--- config.mk ---
export PLATFORM = sky130hd
export DESIGN_NAME = lsu_se_order_ctl
export DESIGN_NICKNAME = d
export VERILOG_FILES = /design/src/rtl/swerv_types.sv /design/src/rtl/lsu_se_cnt_ctl.sv /design/src/rtl/lsu_se_order_ctl.sv
export SDC_FILE = /design/constraint.sdc
export NUM_CORES = 1
export LEC_CHECK = 0
export ABC_AREA = 0
export BUFFER_PORTS_ARGS = -buffer_cell sky130_fd_sc_hd__buf_4
export CAP_MARGIN = 5
export CORE_AREA = 2 2 39 41
export DETAILED_ROUTE_END_ITERATION = 6
export DIE_AREA = 0 0 41 43
export PLACE_DENSITY_LB_ADDON = 0.25
export SETUP_SLACK_MARGIN = 0.15
export SLEW_MARGIN = 20
export SYNTH_ARGS = -nofsm -noshare
export SYNTH_HDL_FRONTEND = slang
export SYNTH_SLANG_ARGS = --single-unit
--- constraint.sdc ---
create_clock -name clk -period 3.15 [get_ports clk]
set_input_delay 0.63 -clock clk [delete_from_list [all_inputs] [get_ports clk]]
set_output_delay 0.63 -clock clk [all_outputs]
set_load 0.03 [all_outputs]
--- src/rtl/swerv_types.sv ---
// Shared LSU types: side-effect ordering FSM state and
// default outstanding side-effect store depth.
package swerv_types;

  localparam int SE_DEPTH_DEF = 4;
  localparam int SE_CNT_W     = 4;

  typedef enum logic [1:0] {
    SE_IDLE,
    SE_BUSY,
    SE_DRAIN,
    SE_DONE
  } se_ord_state_t;

  typedef struct packed {
    logic valid;
    logic store;
    logic se;
    logic ext;
    logic freeze;
    logic flush;
  } se_dc3_t;

  function automatic logic se_commit_f(input se_dc3_t p);
    return p.valid & p.store & p.se & p.ext &
           ~p.freeze & ~p.flush;
  endfunction

endpackage

--- src/rtl/lsu_se_cnt_ctl.sv ---
// Saturating up/down counter of outstanding side-effect
// stores, with a sticky error on under/overflow.
module lsu_se_cnt_ctl #(
  parameter int W   = 4,
  parameter int MAX = 4
) (
  input  logic         clk,
  input  logic         rst,
  input  logic         inc,
  input  logic         dec,
  output logic [W-1:0] cnt,
  output logic         err
);

  localparam logic [W-1:0] MAX_C = W'(MAX);

  logic [W-1:0] cnt_nxt;
  logic         err_set;

  always_comb begin
    cnt_nxt = cnt;
    err_set = 1'b0;
    unique case (1'b1)
      inc & ~dec: begin
        if (cnt == MAX_C) err_set = 1'b1;
        else              cnt_nxt = cnt + 1'b1;
      end
      dec & ~inc: begin
        if (cnt == '0) err_set = 1'b1;
        else           cnt_nxt = cnt - 1'b1;
      end
      default: ;
    endcase
  end

  always_ff @(posedge clk or posedge rst) begin
    if (rst) begin
      cnt <= '0;
      err <= 1'b0;
    end else begin
      cnt <= cnt_nxt;
      err <= err | err_set;
    end
  end

endmodule

--- src/rtl/lsu_se_order_ctl.sv ---
// Orders external side-effect loads/stores against
// outstanding stores and completes side-effect fences.
module lsu_se_order_ctl
  import swerv_types::*;
#(
  parameter int SE_DEPTH = SE_DEPTH_DEF
) (
  input  logic       clk,
  input  logic       rst,
  input  logic       lsu_pkt_dc2_valid,
  input  logic       lsu_pkt_dc2_load,
  input  logic       is_sideeffects_dc2,
  input  logic       addr_external_dc2,
  input  logic       lsu_pkt_dc3_valid,
  input  logic       lsu_pkt_dc3_store,
  input  logic       is_sideeffects_dc3,
  input  logic       addr_external_dc3,
  input  logic       lsu_freeze_dc3,
  input  logic       flush_dc3,
  input  logic       bus_se_store_ack,
  input  logic       dec_tlu_se_fence,
  output logic       lsu_se_stall_dc2,
  output logic       lsu_se_fence_done,
  output logic       lsu_se_idle,
  output logic [3:0] lsu_se_cnt,
  output logic       lsu_se_err
);

  localparam logic [SE_CNT_W-1:0] SE_MAX =
    SE_CNT_W'(SE_DEPTH);

  se_ord_state_t       state, state_nxt;
  se_dc3_t             dc3;
  logic                se_commit;
  logic                fence_q;
  logic                fence_take;
  logic [SE_CNT_W-1:0] cnt;
  logic                cnt_zero;
  logic                cnt_full;
  logic                dc2_se;

  assign dc3 = '{
    valid:  lsu_pkt_dc3_valid,
    store:  lsu_pkt_dc3_store,
    se:     is_sideeffects_dc3,
    ext:    addr_external_dc3,
    freeze: lsu_freeze_dc3,
    flush:  flush_dc3
  };

  assign se_commit = se_commit_f(dc3);

  lsu_se_cnt_ctl #(
    .W   (SE_CNT_W),
    .MAX (SE_DEPTH)
  ) u_cnt (
    .clk (clk),
    .rst (rst),
    .inc (se_commit),
    .dec (bus_se_store_ack),
    .cnt (cnt),
    .err (lsu_se_err)
  );

  assign cnt_zero = (cnt == '0);
  assign cnt_full = (cnt == SE_MAX);

  // A fence arriving while one is already in flight merges.
  assign fence_take = dec_tlu_se_fence &
                      ((state == SE_IDLE) |
                       (state == SE_BUSY));

  always_ff @(posedge clk or posedge rst) begin
    if (rst) begin
      state   <= SE_IDLE;
      fence_q <= 1'b0;
    end else begin
      state   <= state_nxt;
      fence_q <= fence_take;
    end
  end

  always_comb begin
    state_nxt = state;
    unique case (state)
      SE_IDLE: begin
        if (fence_q)       state_nxt = SE_DONE;
        else if (!cnt_zero) state_nxt = SE_BUSY;
      end
      SE_BUSY: begin
        if (fence_q)       state_nxt = SE_DRAIN;
        else if (cnt_zero) state_nxt = SE_IDLE;
      end
      SE_DRAIN: begin
        if (cnt_zero) state_nxt = SE_DONE;
      end
      SE_DONE: begin
        state_nxt = cnt_zero ? SE_IDLE : SE_BUSY;
      end
      default: state_nxt = SE_IDLE;
    endcase
  end

  assign dc2_se = lsu_pkt_dc2_valid &
                  is_sideeffects_dc2 &
                  addr_external_dc2;

  assign lsu_se_stall_dc2 =
    dc2_se &
    ((lsu_pkt_dc2_load & ~cnt_zero) |
     (~lsu_pkt_dc2_load & cnt_full) |
     (state == SE_DRAIN));

  assign lsu_se_fence_done = (state == SE_DONE);
  assign lsu_se_idle = cnt_zero & (state != SE_DRAIN);
  assign lsu_se_cnt  = 4'(cnt);

endmodule

# After elaboration in Yosys (flattened, before gate mapping)

Cells that the tools add are included.

Latch bits: 0
ROM bits: 0
Memories: 0
Output and inout bits: 8
Memory bits (writable): 0
Register bits: 8

$mul: 0
Add/sub/neg operators: 2
Divide/modulo/power cells: 0
Reduce and logical (&&, ||, !) cells: 5
Muxes and demuxes: 13
Shifts and indexed selects: 0
Bitwise operators: 24
Magnitude comparators: 0
Equal/unequal tests: 10

Operator list:

| operator                                                           | count |
|---|---|
| 1-bit AND                                                          | 14 |
| 2-bit two-way mux                                                  | 5 |
| 4-bit two-way mux                                                  | 2 |
| 2-bit inequality test, second input constant                       | 4 |
| 2-bit one-hot mux with 4 select lines                              | 1 |
| 4-bit one-hot mux with 2 select lines                              | 1 |
| 3-bit inequality test, second input constant                       | 2 |
| 1-bit NOT                                                          | 6 |
| 3-bit AND reduction                                                | 2 |
| 4-bit by 1-bit adder with 4-bit output, second input constant      | 1 |
| 2-bit == test, second input constant                               | 2 |
| 4-bit by 3-bit == test with 1-bit output, second input constant    | 1 |
| 4-bit zero test                                                    | 1 |
| 1-bit OR                                                           | 4 |
| 4-bit by 1-bit subtractor with 4-bit output, second input constant | 1 |
| 1-bit two-way mux                                                  | 3 |
| 2-bit by 1-bit == test with 1-bit output, second input constant    | 1 |
| 2-bit zero test                                                    | 1 |
| 1-bit one-hot mux with 2 select lines                              | 1 |
| 2-bit nonzero test                                                 | 1 |

# Longest topological paths before layout

Depth in word-level cells: 9
Depth in mapped cells: 8

# Hierarchy

A second synthesis with hierarchy kept.

Cells, all modules: 56
Area, all modules: 526.8 um^2

By module, submodules not included:

| module           | times used | area an instance (um^2) | sequential area each (um^2) | cells an instance |
|---|---|---|---|---|
| lsu_se_cnt_ctl   | 1          | 350.3                   | 125.1                       | 36 |
| lsu_se_order_ctl | 1          | 176.4                   | 75.1                        | 20 |

# Worst setup path before layout

No wires, ideal clock.

Path kind: input-to-reg
From: input port lsu_freeze_dc3
To: register u_cnt.cnt[3]
Stages on the path: 7
Setup time: 0.122 ns
Arrival time: 2.600 ns
Path slack: 0.428 ns
Path through: or4_1 > ha_1 > buf_6 > or3b_1 > o221a_4 > or3_1 > a32o_1

Cells in the longest elaborated chain, start to end: 7
Elaborated cells on any way between the ends: 11

RTL lines:

| element                                                                      | RTL line               | RTL |
|---|---|---|
| from (decl)                                                                  | lsu_se_order_ctl.sv:18 | `input logic lsu_freeze_dc3,` |
| 1-bit NOT *                                                                  | swerv_types.sv:26      | `~p.freeze & ~p.flush;` |
| 1-bit AND *                                                                  | swerv_types.sv:25      | `return p.valid & p.store & p.se & p.ext &` |
| 1-bit AND *                                                                  | swerv_types.sv:26      |  |
| 1-bit NOT                                                                    | lsu_se_cnt_ctl.sv:28   | `dec & ~inc: begin` |
| 1-bit AND                                                                    | lsu_se_cnt_ctl.sv:28   |  |
| 2-bit inequality test (no line) / 2-bit nonzero test (equally long branches) | -                      |  |
| 3-bit AND reduction (no line)                                                | -                      |  |
| to (signal assigned)                                                         | lsu_se_cnt_ctl.sv:41   | `cnt <= cnt_nxt;` |
| to (decl)                                                                    | lsu_se_cnt_ctl.sv:11   | `output logic [W-1:0] cnt,` |

Mark *: on every way between the ends. The rest lies on a longest branch, timed or not.
A chain may end at the register's enable or synchronous reset.

# Final worst setup path

Same ends and word-level chain as after synthesis.

==> results_dict.tcl <==
set metrics [dict create \
    syn_inst 57 \
    hold_violations 0 \
    ir_drop_v 0.0004002 \
    avgSynthCellArea_sq_um 9.549 \
    htree_levels 1 \
    seqPwrFrac_pct 31.9 \
    swShare_pct 44.73 \
    grt_start_max_net_pins 11 \
    num-fill-cells 140 \
    synth_edf_count 0 \
    cap_violations 0 \
    p_switching_uw 298.4 \
    worstSetupPathType "input pin to register" \
    cts_setup_buffers 0 \
    synth_common_cells "dfrtp_1 (8), inv_1 (7), nand2_1 (7), ha_1 (4)" \
    ant_nets 0 \
    dr_total_vias 471 \
    grtUsageTotal_pct 15.11 \
    r2r_start "u_cnt.cnt[2]$_DFFE_PP0P_" \
    tightest_slew_ps 664.1 \
    power_frac_comb_pct 56.6 \
    r2r.worst_path.cells 4 \
    crit_required_ps 3290 \
    status "finished, final reports clean" \
    intPower_uw 368.7 \
    wl_per_cell_um 10.44 \
    utilization_pct 52.98 \
    drive_gt1_share_pct 32.50 \
    port_buffers 21 \
    drc 0 \
    cts_inserted_buffers 3 \
    grt_first_pass_wirelength_um 1780 \
    ys_seq_area_share_pct 36.78 \
    dpl_worst_slack_ps 285.8 \
    fin_crit_ps 2575 \
    overflow 0 \
    rr_endpoint "u_cnt.cnt[3]$_DFFE_PP0P_" \
    initial_core_util_pct 39.33 \
    synth.distinct_cells 26 \
    multiInputGateArea_sq_um 306.5 \
    finalWeightedCongestion 0.7258 \
    yosys.area.top_type_share_pct 36.78 \
    slew_viol_final 0 \
    path_clk_slew_ps 50 \
    hp-class "input pin to asynchronous set/reset pin" \
    synth_area_leaders "dfrtp_1 (37%), ha_1 (9.2%), inv_1 (4.8%)" \
    place_hpwl_um 817.6 \
    async_reset_ff_share_pct 100.0 \
    hold_ws_ps 322.1 \
    synth_ff_type "dfrtp_1" \
    die_w_um 41 \
    critical_path_arrival_ps 2710 \
    syn_area_sq_um 544.3 \
    ys_ff_latch 8 \
    power_density_nw_per_um2 909.9 \
    rows 14 \
    max_freq_mhz 388.4 \
    cts_root_buffer "clkbuf_4" \
    setup_tns_ps 0 \
    design.core.area_sq_um 1384 \
    cts_resized 0 \
    end_kind "register" \
    regArea_sq_um 200.2 \
    num_antenna_cells 0 \
    cp_max_fo 10 \
    grt_setup_unrepaired "false" \
    rrSetupSlack_ps 1480 \
    fin_crit_sh_pct 81.74 \
    syn_nets 76 \
    die_y_um 43 \
    placedCellCount 93 \
    setup_viol 0 \
    synth.largest_area_cell "dfrtp_1" \
    first_pass_iters 4 \
    nNetsFinal 101 \
    synth_most_common_cell "dfrtp_1" \
    p_leak_nw 0.3791 \
    slew_headroom_pct 55.32 \
    area_growth_pct 34.71 \
    stdcell_count 96 \
    hold_buffers 0 \
    clock_path_buffers 2 \
    die-area_sq_um 1763 \
    grt_pass1_vias 461 \
    wirelength_um 1002 \
    cts.sink_count 8 \
    skew_ps 1.450 \
    cts_tree "yes" \
    setup_slack_ps 575.1 \
    antenna_found_initial 0 \
    io_pins 22 \
    critPathLaunchType "input pin" \
    yosys_warnings 0 \
    clk_latency_ps 250 \
    detail_route.iter0.violations 2 \
    vias_per_cell 4.906 \
    p_clk_share_pct 11.5 \
]
worst max path at each step:
stage	start	endpoint	slack (ps)	cells past startpoint
4_1_cts	lsu_freeze_dc3	u_cnt.cnt[3]$_DFFE_PP0P_	560	8
3_5_place_dp	lsu_freeze_dc3	u_cnt.cnt[3]$_DFFE_PP0P_	290	8
3_3_place_gp	lsu_freeze_dc3	u_cnt.cnt[3]$_DFFE_PP0P_	320	8
2_1_floorplan	lsu_freeze_dc3	u_cnt.cnt[3]$_DFFE_PP0P_	430	7
5_1_grt	lsu_freeze_dc3	u_cnt.cnt[3]$_DFFE_PP0P_	470	8
6_report	lsu_freeze_dc3	u_cnt.cnt[3]$_DFFE_PP0P_	580	8
kinds of logic after synthesis:
logic type	synth area share [%]
flip-flops	36.78
AND/OR/NAND/NOR	18.62
XOR/XNOR	4.828
buffers and inverters	6.897
multiplexers	3.678
AO/OA/AOI/OAI	16.32
adder cells (fa/ha/maj)	12.87
placed cells by master (no fill, tap or decap), types with 2 or more instances in the layout:
cell,count
ha_1,4
xnor2_1,2
and2_1,2
clkbuf_4,3
a21oi_1,2
nand2_1,7
inv_1,7
a21o_1,2
buf_4,21
nor2_1,3
mux2i_1,2
dfrtp_1,8
o21ai_0,3
power by group through the flow:
stage                     Clock, mW  Sequential (mW)  Combinational (mW)
after global placement            0            0.216               0.379
after floorplan                   0            0.264               0.212
after CTS                    0.0798            0.215               0.383
final                        0.0765            0.213               0.378
after global routing         0.0872            0.225               0.425
after detailed placement          0            0.217               0.383
registers in the layout (all words and copies together), names as in the netlist:
register,count
u_cnt.err,1
fence_q,1
u_cnt.cnt,4
state,2
per-layer routing:
metal | GRT usage (%) | vias up | wire (um)
met5 | 0 | - | 0
met2 | 22.81 | 15 | 510
met3 | 3.141 | 2 | 45
met1 | 18.27 | 214 | 427
met4 | 10.00 | 0 | 19
li1 | - | 240 | -
final cells by class:
cell class,instances,area share (%)
Multi-Input combinational cell,41,41.81
Sequential cell,8,27.30
Timing Repair Buffer,21,21.50
Inverter,7,3.584
Clock buffer,3,3.072
Tap cell,16,2.730
stage by stage:
stage	power [mW]	instance area (sq um)
after global routing	0.7368	733.2
after detailed placement	0.5991	710.7
after floorplan	0.4755	544.3
final	0.6672	733.2
after CTS	0.6776	733.2
after global placement	0.5950	710.7
worst max-delay path, cell delays in order:
cell and delay, ps:
buf_4 100, or4_1 530, ha_1 310, ha_1 310
a21o_1 100, a21oi_1 100, or3_1 360, a32o_1 260
Note: power is estimated with default switching activity, not from simulation.
